[config.mk]
export PLATFORM = sky130hd
export DESIGN_NAME = verdict_collector_flat
export DESIGN_NICKNAME = d
export VERILOG_FILES = /design/src/rtl/verdict_collector_if.sv /design/src/rtl/verdict_collector.sv /design/src/flat_wrapper.sv
export SDC_FILE = /design/constraint.sdc
export NUM_CORES = 1
export LEC_CHECK = 0
export CAP_MARGIN = 20
export CORE_MARGIN = 2
export CORE_UTILIZATION = 32
export CTS_CLUSTER_DIAMETER = 40
export DETAILED_ROUTE_END_ITERATION = 16
export GPL_ROUTABILITY_DRIVEN = 0
export HOLD_SLACK_MARGIN = 0.12
export SYNTH_ARGS = -nofsm -noshare
export SYNTH_HDL_FRONTEND = slang
export SYNTH_SLANG_ARGS = --single-unit
[constraint.sdc]
create_clock -name clk -period 18 [get_ports clk]
set_input_delay 3.6 -clock clk [delete_from_list [all_inputs] [get_ports clk]]
set_output_delay 3.6 -clock clk [all_outputs]
set_load 0.02 [all_outputs]
[src/rtl/verdict_collector_if.sv]
// verdict_collector_if: valid/ready byte link from the collector to the host side
interface verdict_collector_if;
  logic [7:0] tx_data;
  logic       tx_valid;
  logic       tx_ready;
  modport master (output tx_data, output tx_valid, input tx_ready);
  modport slave (input tx_data, input tx_valid, output tx_ready);
endinterface

[src/rtl/verdict_collector.sv]
// verdict_collector: buffers monitor verdict records in a FIFO and streams them as 11-byte frames
module verdict_collector #(
  parameter int DEPTH = 8
) (
  input  logic                     clk,
  input  logic                     rst_n,
  input  logic                     en,
  input  logic                     output_lt,
  input  logic                     output_gt,
  input  logic                     output_neq,
  input  logic                     output_not_a,
  input  logic                     output_a_impl_b,
  input  logic [7:0]               output_time_stream,
  input  logic                     output_lt_aktv,
  input  logic                     output_gt_aktv,
  input  logic                     output_neq_aktv,
  input  logic                     output_not_a_aktv,
  input  logic                     output_a_impl_b_aktv,
  input  logic                     output_time_stream_aktv,
  input  logic [63:0]              hlc_clock_cnt,
  verdict_collector_if.master      tx,
  output logic [$clog2(DEPTH):0]   fifo_count,
  output logic                     overflow,
  output logic [7:0]               drop_count
);
  localparam int AW = $clog2(DEPTH);
  localparam int RW = 88;
  localparam logic [AW:0] CNT_FULL = (AW+1)'(DEPTH);
  typedef enum logic {IDLE, SEND} state_t;
  state_t          state, state_nx;
  logic [5:0]      mask;
  logic [4:0]      bools;
  logic [7:0]      ts;
  logic [RW-1:0]   rec;
  logic [RW-1:0]   mem [DEPTH];
  logic [AW-1:0]   wr_ptr, rd_ptr;
  logic [RW-1:0]   shift;
  logic [3:0]      idx;
  logic            capture, full, push, drop, pop, hs, last;
  assign mask    = {output_time_stream_aktv, output_a_impl_b_aktv, output_not_a_aktv,
                    output_neq_aktv, output_gt_aktv, output_lt_aktv};
  assign bools   = {output_a_impl_b, output_not_a, output_neq, output_gt, output_lt} & mask[4:0];
  assign ts      = mask[5] ? output_time_stream : 8'h00;
  assign rec     = {2'b00, mask, 3'b000, bools, ts, hlc_clock_cnt};
  assign capture = en && mask != 6'd0;
  // fullness uses the start-of-cycle count, so a same-cycle pop never rescues a capture
  assign full    = fifo_count == CNT_FULL;
  assign push    = capture && !full;
  assign drop    = capture && full;
  assign hs      = tx.tx_valid && tx.tx_ready;
  assign last    = idx == 4'd10;
  assign tx.tx_data = tx.tx_valid ? shift[RW-1 -: 8] : 8'h00;
  // serializer state register
  always_ff @(posedge clk or negedge rst_n) begin
    if (!rst_n) state <= IDLE;
    else        state <= state_nx;
  end
  // serializer next state: pop in IDLE, send bytes until the eleventh handshake
  always_comb begin
    state_nx    = state;
    pop         = 1'b0;
    tx.tx_valid = 1'b0;
    if (state == IDLE) begin
      pop      = fifo_count != '0;
      state_nx = pop ? SEND : IDLE;
    end else begin
      tx.tx_valid = 1'b1;
      state_nx    = (tx.tx_ready && last) ? IDLE : SEND;
    end
  end
  // record storage, written only for accepted captures
  always_ff @(posedge clk) begin
    if (push) mem[wr_ptr] <= rec;
  end
  // shift register loads the head record and advances one byte per handshake
  always_ff @(posedge clk or negedge rst_n) begin
    if (!rst_n) begin
      shift <= '0;
      idx   <= 4'd0;
    end else if (pop) begin
      shift <= mem[rd_ptr];
      idx   <= 4'd0;
    end else if (hs && !last) begin
      shift <= shift << 8;
      idx   <= idx + 4'd1;
    end
  end
  // circular pointers and occupancy
  always_ff @(posedge clk or negedge rst_n) begin
    if (!rst_n) begin
      wr_ptr     <= '0;
      rd_ptr     <= '0;
      fifo_count <= '0;
    end else begin
      if (push) wr_ptr <= wr_ptr + AW'(1);
      if (pop)  rd_ptr <= rd_ptr + AW'(1);
      fifo_count <= fifo_count + {{AW{1'b0}}, push} - {{AW{1'b0}}, pop};
    end
  end
  // sticky drop accounting, saturating at 255
  always_ff @(posedge clk or negedge rst_n) begin
    if (!rst_n) begin
      overflow   <= 1'b0;
      drop_count <= 8'd0;
    end else if (drop) begin
      overflow <= 1'b1;
      if (drop_count != 8'hFF) drop_count <= drop_count + 8'd1;
    end
  end
endmodule

[src/flat_wrapper.sv]
// flat-port wrapper written by rule: the top's interface ports become plain ports
module verdict_collector_flat 
#(
  parameter int DEPTH = 8
)
  (clk, rst_n, en, output_lt, output_gt, output_neq, output_not_a, output_a_impl_b, output_time_stream, output_lt_aktv, output_gt_aktv, output_neq_aktv, output_not_a_aktv, output_a_impl_b_aktv, output_time_stream_aktv, hlc_clock_cnt, fifo_count, overflow, drop_count, tx_tx_data, tx_tx_valid, tx_tx_ready);
  verdict_collector_if tx_i ();
  input  logic clk;
  input  logic rst_n;
  input  logic en;
  input  logic output_lt;
  input  logic output_gt;
  input  logic output_neq;
  input  logic output_not_a;
  input  logic output_a_impl_b;
  input  logic [7:0] output_time_stream;
  input  logic output_lt_aktv;
  input  logic output_gt_aktv;
  input  logic output_neq_aktv;
  input  logic output_not_a_aktv;
  input  logic output_a_impl_b_aktv;
  input  logic output_time_stream_aktv;
  input  logic [63:0] hlc_clock_cnt;
  output logic [$clog2(DEPTH):0] fifo_count;
  output logic overflow;
  output logic [7:0] drop_count;
  output wire logic [$bits(tx_i.tx_data)-1:0] tx_tx_data;
  output wire logic [$bits(tx_i.tx_valid)-1:0] tx_tx_valid;
  input wire logic [$bits(tx_i.tx_ready)-1:0] tx_tx_ready;
  assign tx_tx_data = tx_i.tx_data;
  assign tx_tx_valid = tx_i.tx_valid;
  assign tx_i.tx_ready = tx_tx_ready;
  verdict_collector #(.DEPTH(DEPTH)) u_core (.clk(clk), .rst_n(rst_n), .en(en), .output_lt(output_lt), .output_gt(output_gt), .output_neq(output_neq), .output_not_a(output_not_a), .output_a_impl_b(output_a_impl_b), .output_time_stream(output_time_stream), .output_lt_aktv(output_lt_aktv), .output_gt_aktv(output_gt_aktv), .output_neq_aktv(output_neq_aktv), .output_not_a_aktv(output_not_a_aktv), .output_a_impl_b_aktv(output_a_impl_b_aktv), .output_time_stream_aktv(output_time_stream_aktv), .hlc_clock_cnt(hlc_clock_cnt), .tx(tx_i), .fifo_count(fifo_count), .overflow(overflow), .drop_count(drop_count));
endmodule
==> Implementation_results.wiki <==
{| class="wikitable"
! Metric !! Value
|-
| Max transition margin || 25.26%
|-
| Critical Path Stages || 6
|-
| WL/cell || 23.56 um
|-
| Cell Rows || 111
|-
| Outcome || finished, final reports clean
|-
| Via/cell ratio || 5.047
|-
| Clock tree from TritonCTS || done
|-
| Via count of the first global-routing pass || 15,180
|-
| Minimum clock period after layout || 6899 ps
|-
| Final hold violations || 0
|-
| Synth Warn # || 0
|-
| Register clock-pin slew on the reported worst setup and hold paths || 60 ps
|-
| Worst-margin pin slew || 1121 ps
|-
| Remaining antenna violation count || 0
|-
| Worst Setup Start Kind || primary input
|-
| Initial Util || 32.26%
|-
| Post-synthesis average cell area || 20.43 sq um
|-
| Cell-by-cell listing of the critical path || clkdlybuf4s50_1 -> nor4_1 -> a211oi_2 -> nand2_1 -> nor2_4 -> buf_4
|-
| Multi-input combinational cell area || 0.006456 sq mm
|-
| Number of distinct library cells after synthesis || 45
|-
| Hold Crit Depth || 1
|-
| Gate count of the mapped netlist || 1,445
|-
| Ratio of final minimum period to clock period || 38.33%
|-
| Top cells by area in the synthesized netlist || sky130_fd_sc_hd__edfxtp_1 68%, sky130_fd_sc_hd__mux4_2 13%, sky130_fd_sc_hd__dfrtp_1 9.5%, sky130_fd_sc_hd__o22ai_1 1.6%, sky130_fd_sc_hd__mux2i_1 1.4%
|-
| Largest net degree at the start of global routing || 116
|-
| Post-synth top area cell || sky130_fd_sc_hd__edfxtp_1
|-
| Clock latency on the worst-skew pair || 650 ps
|-
| Clock root cell || sky130_fd_sc_hd__clkbuf_16
|-
| Number of antenna violations at the first check in global routing || 3
|-
| Unrepaired setup endpoints after global routing || no
|-
| Syn_nets || 1,543
|-
| Fraction of final layout cells with drive strength greater than 1 || 23.54%
|-
| Total wirelength of the detailed-routed design || 67,820 um
|-
| Die Span Y || 307.8 um
|-
| Fin Clk Skew || 27.64 ps
|-
| Critical path peak fanout || 61
|-
| Global route overflow || 0
|-
| Static leakage || 11.90 nW
|-
| Share of Yosys cell area claimed by the top area cell type || 67.53%
|-
| R2r worst-path depth || 6
|-
| Sequential area share after synthesis || 77.03%
|-
| Combined flip-flop and latch cell area || 0.02275 sq mm
|-
| Wire length of the first global-routing pass || 100,100 um
|-
| DP Worst Slack || 10,200 ps
|-
| Share of synthesized registers carrying an async set or reset || 14.43%
|-
| Final worst-path setup slack || 11,100 ps
|-
| Number of fill cells || 8,084
|-
| Number of synthesized flops with an enable pin || 664
|-
| Slew Viols, Final || 0
|-
| DRT Pass-1 Iters || 5
|-
| Via Count || 14,520
|-
| Crit path max-delay cell type || sky130_fd_sc_hd__buf_4
|-
| Number of clock buffers inserted by TritonCTS || 103
|-
| WP buf/inv || 2
|-
| Category of the critical setup timing path || in -> reg
|-
| Worst EP required || 18,260 ps
|-
| Final setup violation count || 0
|-
| Area growth, synth to finish || 20.94%
|-
| Hold_buf cts || 0
|-
| Pwr dens || 163.6 mW/mm^2
|-
| Largest vdd supply drop || 0.09508 mV
|-
| Most instantiated flip-flop cell in the synthesis netlist || sky130_fd_sc_hd__edfxtp_1
|-
| H-tree level count || 3
|-
| Most common library cell in the layout ignoring fill and taps || sky130_fd_sc_hd__edfxtp_1
|-
| Remaining routing DRC violations || 0
|-
| Input/output buffers || 108
|-
| Type of the worst min-delay path || reg -> reg
|-
| Synthesized cell area || 0.02952 sq mm
|-
| Fmax || 144.9 MHz
|-
| Kind of cell with the highest combined delay on the critical path || buffers and inverters
|-
| Post-DP HPWL || 38,020 um
|-
| Endpoint class of the critical path || flop
|-
| Placeable Area || 0.09152 sq mm
|-
| Number of gates resized after cts || 0
|-
| TritonCTS Sinks || 776
|-
| Detailed router's first-iteration violation count || 1,195
|-
| Bufs on Longest Clock Path || 3
|-
| Critical Path Max Stage Delay || 970 ps
|-
| Horizontal extent of the die || 307.8 um
|-
| Die Outline Area || 0.09471 sq mm
|-
| Most frequent cells in the layout || 664 x sky130_fd_sc_hd__edfxtp_1, 166 x sky130_fd_sc_hd__mux4_2, 110 x sky130_fd_sc_hd__dfrtp_1
|-
| FF+latch count, synth || 776
|-
| Post-Route Utilization || 39.01%
|-
| Number of post-CTS setup repair buffers || 0
|-
| Post-layout nets || 1,702
|-
| I/O pin cnt || 109
|-
| Arrival @ worst endpoint || 7160 ps
|-
| GRT Overall Usage || 14.29%
|-
| Final-layout setup total negative slack || 0 ps
|-
| Number of max-cap violations || 0
|}
-- worst reg2reg max path: cells and delay by family (launching register included) --
| kind | cells | cell delay (ps) |
|---|---|---|
| mux | 2 | 1000 |
| flops | 1 | 580 |
| buf+inv | 3 | 2350 |
| compound gates | 1 | 160 |
-- path summary, 6_finish.rpt --
| kind | from | to | slack, ps |
|---|---|---|---|
| worst max-delay path | output_gt_aktv | u_core.mem[5][9]$_DFFE_PP_ | 11100 |
| worst min-delay path | u_core.overflow$_DFFE_PN0P_ | u_core.overflow$_DFFE_PN0P_ | 460 |
| worst max register to register | u_core.rd_ptr[1]$_DFFE_PN0P_ | u_core.shift[34]$_DFFE_PN0P_ | 13740 |
| worst min register to register | u_core.overflow$_DFFE_PN0P_ | u_core.overflow$_DFFE_PN0P_ | 460 |
| max in group asynchronous | rst_n | u_core.rd_ptr[1]$_DFFE_PN0P_ | 13670 |
| min in group asynchronous | rst_n | u_core.drop_count[6]$_DFFE_PN0P_ | 2920 |
-- report_power, final --
group	switching [mW]	internal [mW]	leakage (nW)	total (mW)
sequential	0.170	2.31	7.39	2.48
combinational	0.684	0.540	2.72	1.22
clock	0.801	1.34	1.79	2.14
total	1.65	4.19	11.9	5.84
-- flip-flops by register name, summed over array words and instances, names as in the netlist --
name               flops
u_core.idx             4
u_core.wr_ptr          3
u_core.drop_count      8
u_core.shift          88
u_core.mem           664
u_core.state           1
u_core.fifo_count      4
u_core.rd_ptr          3
u_core.overflow        1
-- Yosys cell counts, drive strengths merged, types with 2 or more instances --
master   count
o22ai       74
nor3b        2
dfrtp      112
mux2i       40
ha          10
and2        22
nand2       68
mux4       166
nor3         6
o2bb2ai      3
mux2         3
inv          8
clkbuf      34
nor2        52
edfxtp     664
a21oi       45
nor4         3
a22oi       38
nand2b       5
xor2         8
a221o        6
buf         47
nand3        5
xnor2        5
nor2b        6
-- kinds of logic after synthesis --
family,count (synthesis),synth area share (%)
compound gates,170,3.801
xor+xnor,13,0.3856
fa+ha+maj,11,0.4916
buf+inv,89,1.352
flops,776,77.03
mux,209,14.16
simple gates,177,2.784
-- layout make-up --
type                    instances  area share [%]
well taps                    1186           4.156
inverters                       8         0.08410
clock buffers                 111           7.390
flip-flops and latches        776           63.71
clock inverters                81           2.884
repair buffers                135           3.690
diodes                          1        0.007008
multi-input cells             580           18.08
-- routing by layer --
metal / GRT usage (%) / vias up / wire [um]
met5: 0 / - / 12
met1: 19.09 / 7749 / 28820
met3: 3.069 / 100 / 4050
met4: 3.971 / 2 / 1301
li1: - / 6262 / -
met2: 23.59 / 411 / 33630
-- through the flow --
step / std cells / power (mW) / hold slack [ps] / cell area (sq um)
2_1_floorplan: 1445 / 3.327 / 456.5 / 29520
3_3_place_gp: 2684 / 3.735 / 449.2 / 32010
3_5_place_dp: 2684 / 3.766 / 451.3 / 32010
4_1_cts: 2876 / 5.912 / 468.5 / 35680
5_1_grt: 2877 / 6.081 / 478.8 / 35710
6_report: 2878 / 5.842 / 462.8 / 35710
(Power assumes the default switching activity.)
